--- config.mk ---
export PLATFORM = sky130hd
export DESIGN_NAME = operand_loader
export DESIGN_NICKNAME = d
export VERILOG_FILES = /design/src/rtl/operand_loader_pkg.sv /design/src/rtl/debounce_one_shot.sv /design/src/rtl/operand_loader.sv
export SDC_FILE = /design/constraint.sdc
export NUM_CORES = 1
export LEC_CHECK = 0
export CAP_MARGIN = 20
export CORE_MARGIN = 3
export CORE_UTILIZATION = 45
export CTS_CLUSTER_DIAMETER = 150
export DETAILED_ROUTE_END_ITERATION = 12
export HOLD_SLACK_MARGIN = 0.03
export PLACE_DENSITY = 0.77
export SLEW_MARGIN = 20
export SYNTH_ARGS = -nofsm -noshare
export SYNTH_HDL_FRONTEND = slang
export SYNTH_SLANG_ARGS = --single-unit
--- constraint.sdc ---
create_clock -name clk -period 3.1 [get_ports clk]
set_clock_uncertainty 0.2 [all_clocks]
set_input_delay 0.465 -clock clk [delete_from_list [all_inputs] [get_ports clk]]
set_output_delay 0.465 -clock clk [all_outputs]
set_load 0.05 [all_outputs]
--- src/rtl/operand_loader_pkg.sv ---
// rtl/operand_loader_pkg.sv - shared types and constants for the operand entry front end
package operand_loader_pkg;

    typedef enum logic [1:0] {
        LOAD_A = 2'd0,
        LOAD_B = 2'd1,
        FULL   = 2'd2
    } entry_state_t;

    // 10 ms of stability at a 100 MHz system clock
    localparam int unsigned DEBOUNCE_DEFAULT = 1_000_000;

endpackage

--- src/rtl/debounce_one_shot.sv ---
// rtl/debounce_one_shot.sv - button synchronizer, debouncer and rising-edge one-shot
module debounce_one_shot
    import operand_loader_pkg::*;
#(
    parameter int unsigned DEBOUNCE_CYCLES = DEBOUNCE_DEFAULT
) (
    input  logic clk,
    input  logic rst,
    input  logic btn,
    output logic press
);

    localparam int unsigned CNT_W = $clog2(DEBOUNCE_CYCLES);
    localparam logic [CNT_W-1:0] CNT_MAX = CNT_W'(DEBOUNCE_CYCLES - 1);

    logic             s1_q, s2_q;
    logic             stable_q, stable_d;
    logic             stable_dly_q;
    logic [CNT_W-1:0] cnt_q, cnt_d;
    logic             press_q;

    always_comb begin
        stable_d = stable_q;
        cnt_d    = cnt_q;
        if (s2_q == stable_q) begin
            cnt_d = '0;
        end else if (cnt_q == CNT_MAX) begin
            stable_d = ~stable_q;
            cnt_d    = '0;
        end else begin
            cnt_d = cnt_q + 1'b1;
        end
    end

    always_ff @(posedge clk or posedge rst) begin
        if (rst) begin
            s1_q         <= 1'b0;
            s2_q         <= 1'b0;
            stable_q     <= 1'b0;
            stable_dly_q <= 1'b0;
            cnt_q        <= '0;
            press_q      <= 1'b0;
        end else begin
            s1_q         <= btn;
            s2_q         <= s1_q;
            stable_q     <= stable_d;
            stable_dly_q <= stable_q;
            cnt_q        <= cnt_d;
            // Only the accepted rising edge matters; release is ignored.
            press_q      <= stable_q & ~stable_dly_q;
        end
    end

    assign press = press_q;

endmodule

--- src/rtl/operand_loader.sv ---
// rtl/operand_loader.sv - drives operand bus and A/B load strobes from debounced button presses
module operand_loader
    import operand_loader_pkg::*;
#(
    parameter int unsigned W               = 4,
    parameter int unsigned DEBOUNCE_CYCLES = DEBOUNCE_DEFAULT
) (
    input  logic         clk,
    input  logic         rst,
    input  logic         btn,
    input  logic [W-1:0] sw,
    output logic [W-1:0] d,
    output logic         en_a,
    output logic         en_b,
    output logic [1:0]   state,
    output logic         ready
);

    logic         press;
    logic [W-1:0] d_q;
    entry_state_t state_q, state_d;

    debounce_one_shot #(
        .DEBOUNCE_CYCLES(DEBOUNCE_CYCLES)
    ) u_debounce (
        .clk  (clk),
        .rst  (rst),
        .btn  (btn),
        .press(press)
    );

    always_comb begin
        state_d = state_q;
        en_a    = press & ((state_q == LOAD_A) | (state_q == FULL));
        en_b    = press & (state_q == LOAD_B);
        case (state_q)
            LOAD_A:  if (press) state_d = LOAD_B;
            LOAD_B:  if (press) state_d = FULL;
            // Wrap: a fresh A invalidates the old B.
            FULL:    if (press) state_d = LOAD_B;
            default: state_d = LOAD_A;
        endcase
    end

    always_ff @(posedge clk or posedge rst) begin
        if (rst) begin
            state_q <= LOAD_A;
            d_q     <= '0;
        end else begin
            state_q <= state_d;
            d_q     <= sw;
        end
    end

    assign d     = d_q;
    assign state = state_q;
    assign ready = (state_q == FULL);

endmodule

### Yosys cells after proc, flatten, opt, wreduce, memory -nomap -nowiden

Cells that the tools add are included.

* flip-flop bits (word level): 31
* latch bits: 0
* RAM bits: 0
* memory bits (read-only): 0
* input port bits: 7
* output and inout bits: 9
* word-level logic and storage cells: 31
* memories: 0

* add/sub/neg operators: 1
* $mul: 0
* divide/modulo/power cells: 0
* magnitude comparators: 0
* equality and inequality tests: 6
* shift operators: 0
* muxes and demuxes: 5
* bitwise gates (word level): 7
* reduce and logical (&&, ||, !) cells: 4

Operators with widths (number)
* 20-bit two-way mux: 2
* 20-bit by 1-bit adder with 20-bit output, second input constant: 1
* 20-bit equality test, second input constant: 1
* 2-bit two-way mux: 2
* 2-bit by 1-bit != test with 1-bit output, second input constant: 2
* 2-bit one-hot mux with 2 select lines: 1
* 2-bit AND reduction: 2
* 1-bit AND: 3
* 1-bit NOT: 3
* 2-bit by 1-bit equality test with 1-bit output, second input constant: 1
* 2-bit equality test, second input constant: 1
* 2-bit logical NOT: 1
* 2-bit OR reduction: 1
* 1-bit equality test: 1
* 1-bit bitwise OR: 1

### Logic depth before layout (Yosys ltp)

* depth in word-level cells: 4
* depth in mapped cells: 6
* depth with buffers taken out: 5

### Cells and area by module

From an unflattened synthesis, not the netlist that was laid out.

* cell total of the unflattened synthesis: 126
* area, all modules: 1406.3 µm²

Modules (own cells, without submodules)
* debounce_one_shot: times used 1, cells each 111, area each 1206.2 µm², seq. area each 625.6 µm²
* operand_loader: times used 1, cells each 15, area each 200.2 µm², seq. area each 150.1 µm²

### Worst setup path after synthesis

Ideal clock, no wire load.

* path type: flip-flop to output port
* start point: register state_q[0], in the netlist state[0]
* end point: output port en_b
* arrival time: 1.945 ns
* data required time: 2.435 ns
* path slack: 0.490 ns
* stages on the path, launching flop included: 2
* path buffers: 0
* cell sequence: dfrtp_1 > nor3b_1

* word-level cells in the longest chain between the ends: 2

Ends and longest elaborated chain
* start: declaration: line operand_loader.sv:21 `entry_state_t state_q, state_d;`
* start signal: assignment: line operand_loader.sv:50 `state_q <= state_d;`
* 2-bit by 1-bit equality test with 1-bit output: line operand_loader.sv:35 `en_b = press & (state_q == LOAD_B);`
* 1-bit AND: line operand_loader.sv:35
* end: declaration: line operand_loader.sv:14 `output logic en_b,`

No other way between the ends.

### Final worst setup path

Same ends and word-level chain as after synthesis.

==> impl_metrics.sql <==
INSERT INTO impl_metrics (metric_group, metric, value, unit) VALUES
('die', 'fp.coreArea', '0.00283', 'mm²'),
('die', 'ports', '16', ''),
('sta', 'finalSetupViolations', '0', ''),
('cells_and_area', 'num-nets-final', '159', ''),
('power_and_ir_drop', 'netSwitchingFraction', '24.4', '%'),
('yosys', 'syn_avg_cell_area', '10.5', 'µm²'),
('global_routing', 'grt_remaining_overflow', '0', ''),
('cts', 'tritoncts', 'built', ''),
('placement', 'dpl_cell_area', '0.00156', 'mm²'),
('cts', 'h-tree-depth', '2', ''),
('run_status', 'outcome', 'finished clean', ''),
('sta', 'final_count_of_pins_violating_max_slew', '0', ''),
('cts', 'cts_setup_buffers', '0', ''),
('power_and_ir_drop', 'max-vdd-ir-drop', '370', 'µV'),
('sta', 'post_route_worst_setup_slack', '0.556', 'ns'),
('global_routing', 'grt_pass1_wl', '4150', 'µm'),
('cts', 'cts_max_path_buffers', '2', ''),
('critical_path', 'worstReg2RegEnd', 'u_debounce.cnt_q[18]', ''),
('die', 'dieArea', '0.00376', 'mm²'),
('yosys', 'yosysTopAreaCell', 'sky130_fd_sc_hd__dfrtp_1', ''),
('critical_path', 'start_to_end_type_of_the_worst_setup_path', 'reg2out', ''),
('routing', 'drt-met1-wl', '1020', 'µm'),
('yosys', 'synth_seq_cells', '31', ''),
('die', 'initial_utilization', '48.6', '%'),
('power_and_ir_drop', 'cellInternalPower', '515', 'µW'),
('yosys', 'synthesis.area', '0.00138', 'mm²'),
('routing', 'dr_wl_met2', '1160', 'µm'),
('cts', 'holdBufCountCts', '0', ''),
('routing', 'via_count', '1031', ''),
('power_and_ir_drop', 'comb_power_share', '6.2', '%'),
('routing', 'top_layer', 'met4', ''),
('critical_path', 'critical_path_peak_fanout', '6', ''),
('critical_path', 'required', '2.43', 'ns'),
('job', 'cap_viol_max_count', '0', ''),
('critical_path', 'timing.rr.start', 'u_debounce.cnt_q[6]', ''),
('yosys', 'synthFlopType', 'sky130_fd_sc_hd__dfrtp_1', ''),
('power_and_ir_drop', 'power_share_of_the_sequential_group', '61.2', '%'),
('power_and_ir_drop', 'pwr_density_cell', '422', 'mW/mm²'),
('hold_path', 'whs_path_depth', '0', ''),
('routing', 'antenna_left', '0', ''),
('yosys', 'synth.top_cell.area_share', '56.4', '%'),
('critical_path', 'worst_setup_path_start_kind', 'flip-flop', ''),
('routing', 'avgRoutedWirePerCell', '13.0', 'µm'),
('power_and_ir_drop', 'share_clk_of_total_power', '32.5', '%'),
('sta', 'rsz0062_at_grt', 'false', ''),
('routing', 'viasPerCell', '5.63', ''),
('routing', 'first_pass_iters', '4', ''),
('cts', 'clkSlewWorstSetupHoldPaths', '0.09', 'ns'),
('die', 'number_of_placement_rows', '19', ''),
('cells_and_area', 'areaGrowthSynthToFinish', '17.4', '%'),
('sta', 'maxSlewHeadroom', '66.5', '%'),
('yosys', 'ys_async_sr_fraction', '100', '%'),
('cts', 'clkLatencyLatePin', '0.33', 'ns'),
('die', 'die_x', '61.3', 'µm'),
('sta', 'finalCriticalPeriod', '2.54', 'ns'),
('sta', 'fmaxAchievable', '393', 'MHz'),
('placement', 'place_worst_setup_slack', '0.915', 'ns'),
('yosys', 'gate_count_after_technology_mapping', '131', ''),
('cts', 'cts_resized', '0', ''),
('sta', 'timing.setup.tns', '0', 'ns'),
('routing', 'wirelength', '2380', 'µm'),
('yosys', 'synthDistinctLibCells', '32', ''),
('yosys', 'synthesis.nets', '139', ''),
('power_and_ir_drop', 'power.total', '680', 'µW'),
('placement', 'hpwl', '1670', 'µm'),
('sta', 'fin_crit_sh', '82.1', '%'),
('global_routing', 'grt_max_degree', '32', ''),
('cells_and_area', 'antenna_cells', '0', ''),
('cts', 'cts_num_sinks', '31', ''),
('cells_and_area', 'final_cell_area', '0.00161', 'mm²'),
('cells_and_area', 'post_route_cells_drive_above_1_share', '9.87', '%');
==> metrics by stage <==
stage	utilization (%)	instances	hold WS, ns
after floorplan	-	131	0.131
after global placement	55.2	175	0.133
after detailed placement	55.2	175	0.149
after CTS	57.1	183	0.167
after global routing	57.1	183	0.184
final	57.1	183	0.170
==> placed cells by master, fill, tap and decap left out, types with 3 or more instances in the layout <==
cell type / n
sky130_fd_sc_hd__dfrtp_1: 31
sky130_fd_sc_hd__clkdlybuf4s50_1: 15
sky130_fd_sc_hd__nor2_1: 14
sky130_fd_sc_hd__nand3_1: 11
sky130_fd_sc_hd__nand2_1: 7
sky130_fd_sc_hd__xor2_1: 6
sky130_fd_sc_hd__a21oi_1: 6
sky130_fd_sc_hd__xnor2_1: 6
sky130_fd_sc_hd__nor4_1: 5
sky130_fd_sc_hd__o21ai_0: 5
sky130_fd_sc_hd__inv_1: 5
sky130_fd_sc_hd__clkbuf_4: 5
sky130_fd_sc_hd__or3_1: 4
sky130_fd_sc_hd__and3_1: 3
sky130_fd_sc_hd__o31ai_1: 3
==> Yosys cell counts, drive strengths merged, types with 3 or more instances <==
master and number:
dfrtp 31, nor2 14, nand3 11, nand2 8, a21oi 7, xnor2 6, xor2 6, inv 5
nor4 5, o21ai 5, or3 5, o31ai 4, and3 3, or4 3
==> power groups by stage <==
stage,logic [µW],clock network [µW],registers [µW]
detailed placement,43.3,0,425
finish,42.4,221,417
global placement,42.8,0,424
CTS,43.6,236,417
floorplan,15.3,0,433
global route,47.3,259,418
==> sequential cells by signal (all words and copies together) (netlist names) <==
name	flops
u_debounce.stable_q	1
state	2
u_debounce.s2_q	1
u_debounce.cnt_q	20
u_debounce.stable_dly_q	1
d	4
u_debounce.press	1
u_debounce.s1_q	1
==> worst max-delay path, cell delays in order (launching register included) <==
cell and delay, ns:
sky130_fd_sc_hd__dfrtp_1 0.42, sky130_fd_sc_hd__nor3b_1 0.28, sky130_fd_sc_hd__clkdlybuf4s50_1 0.86
==> layout make-up <==
cell class,instances,area [µm²]
inverter,5,18.8
clock inverter,2,12.5
sequential,31,776
fill,235,1210
multi-input combinational,91,562
timing repair buffer,17,165
tap,31,38.8
clock buffer,6,41.3
==> cells by family after synthesis <==
kind of cell | after synthesis | synth area share, %
simple gates | 60 | 23.7
flops | 31 | 56.4
compound gates | 17 | 7.37
xor+xnor | 12 | 7.64
buf+inv | 9 | 3.09
mux | 1 | 0.819
fa+ha+maj | 1 | 0.910
==> how the worst max path moves through the flow <==
| stage | from | to | cells after the start |
|---|---|---|---|
| 4_1_cts | state[0] | en_b | 2 |
| 3_5_place_dp | state[0] | en_b | 2 |
| 6_report | state[0] | en_b | 2 |
| 2_1_floorplan | state[0] | en_b | 1 |
| 3_3_place_gp | state[0] | en_b | 2 |
| 5_1_grt | state[0] | en_b | 2 |
==> routing by layer <==
layer	up-vias	global-route usage (%)
met1	494	18.1
li1	501	-
met2	31	24.3
met5	-	0
met3	5	6.71
met4	0	10.2
Note: power is estimated with default switching activity, not from simulation.
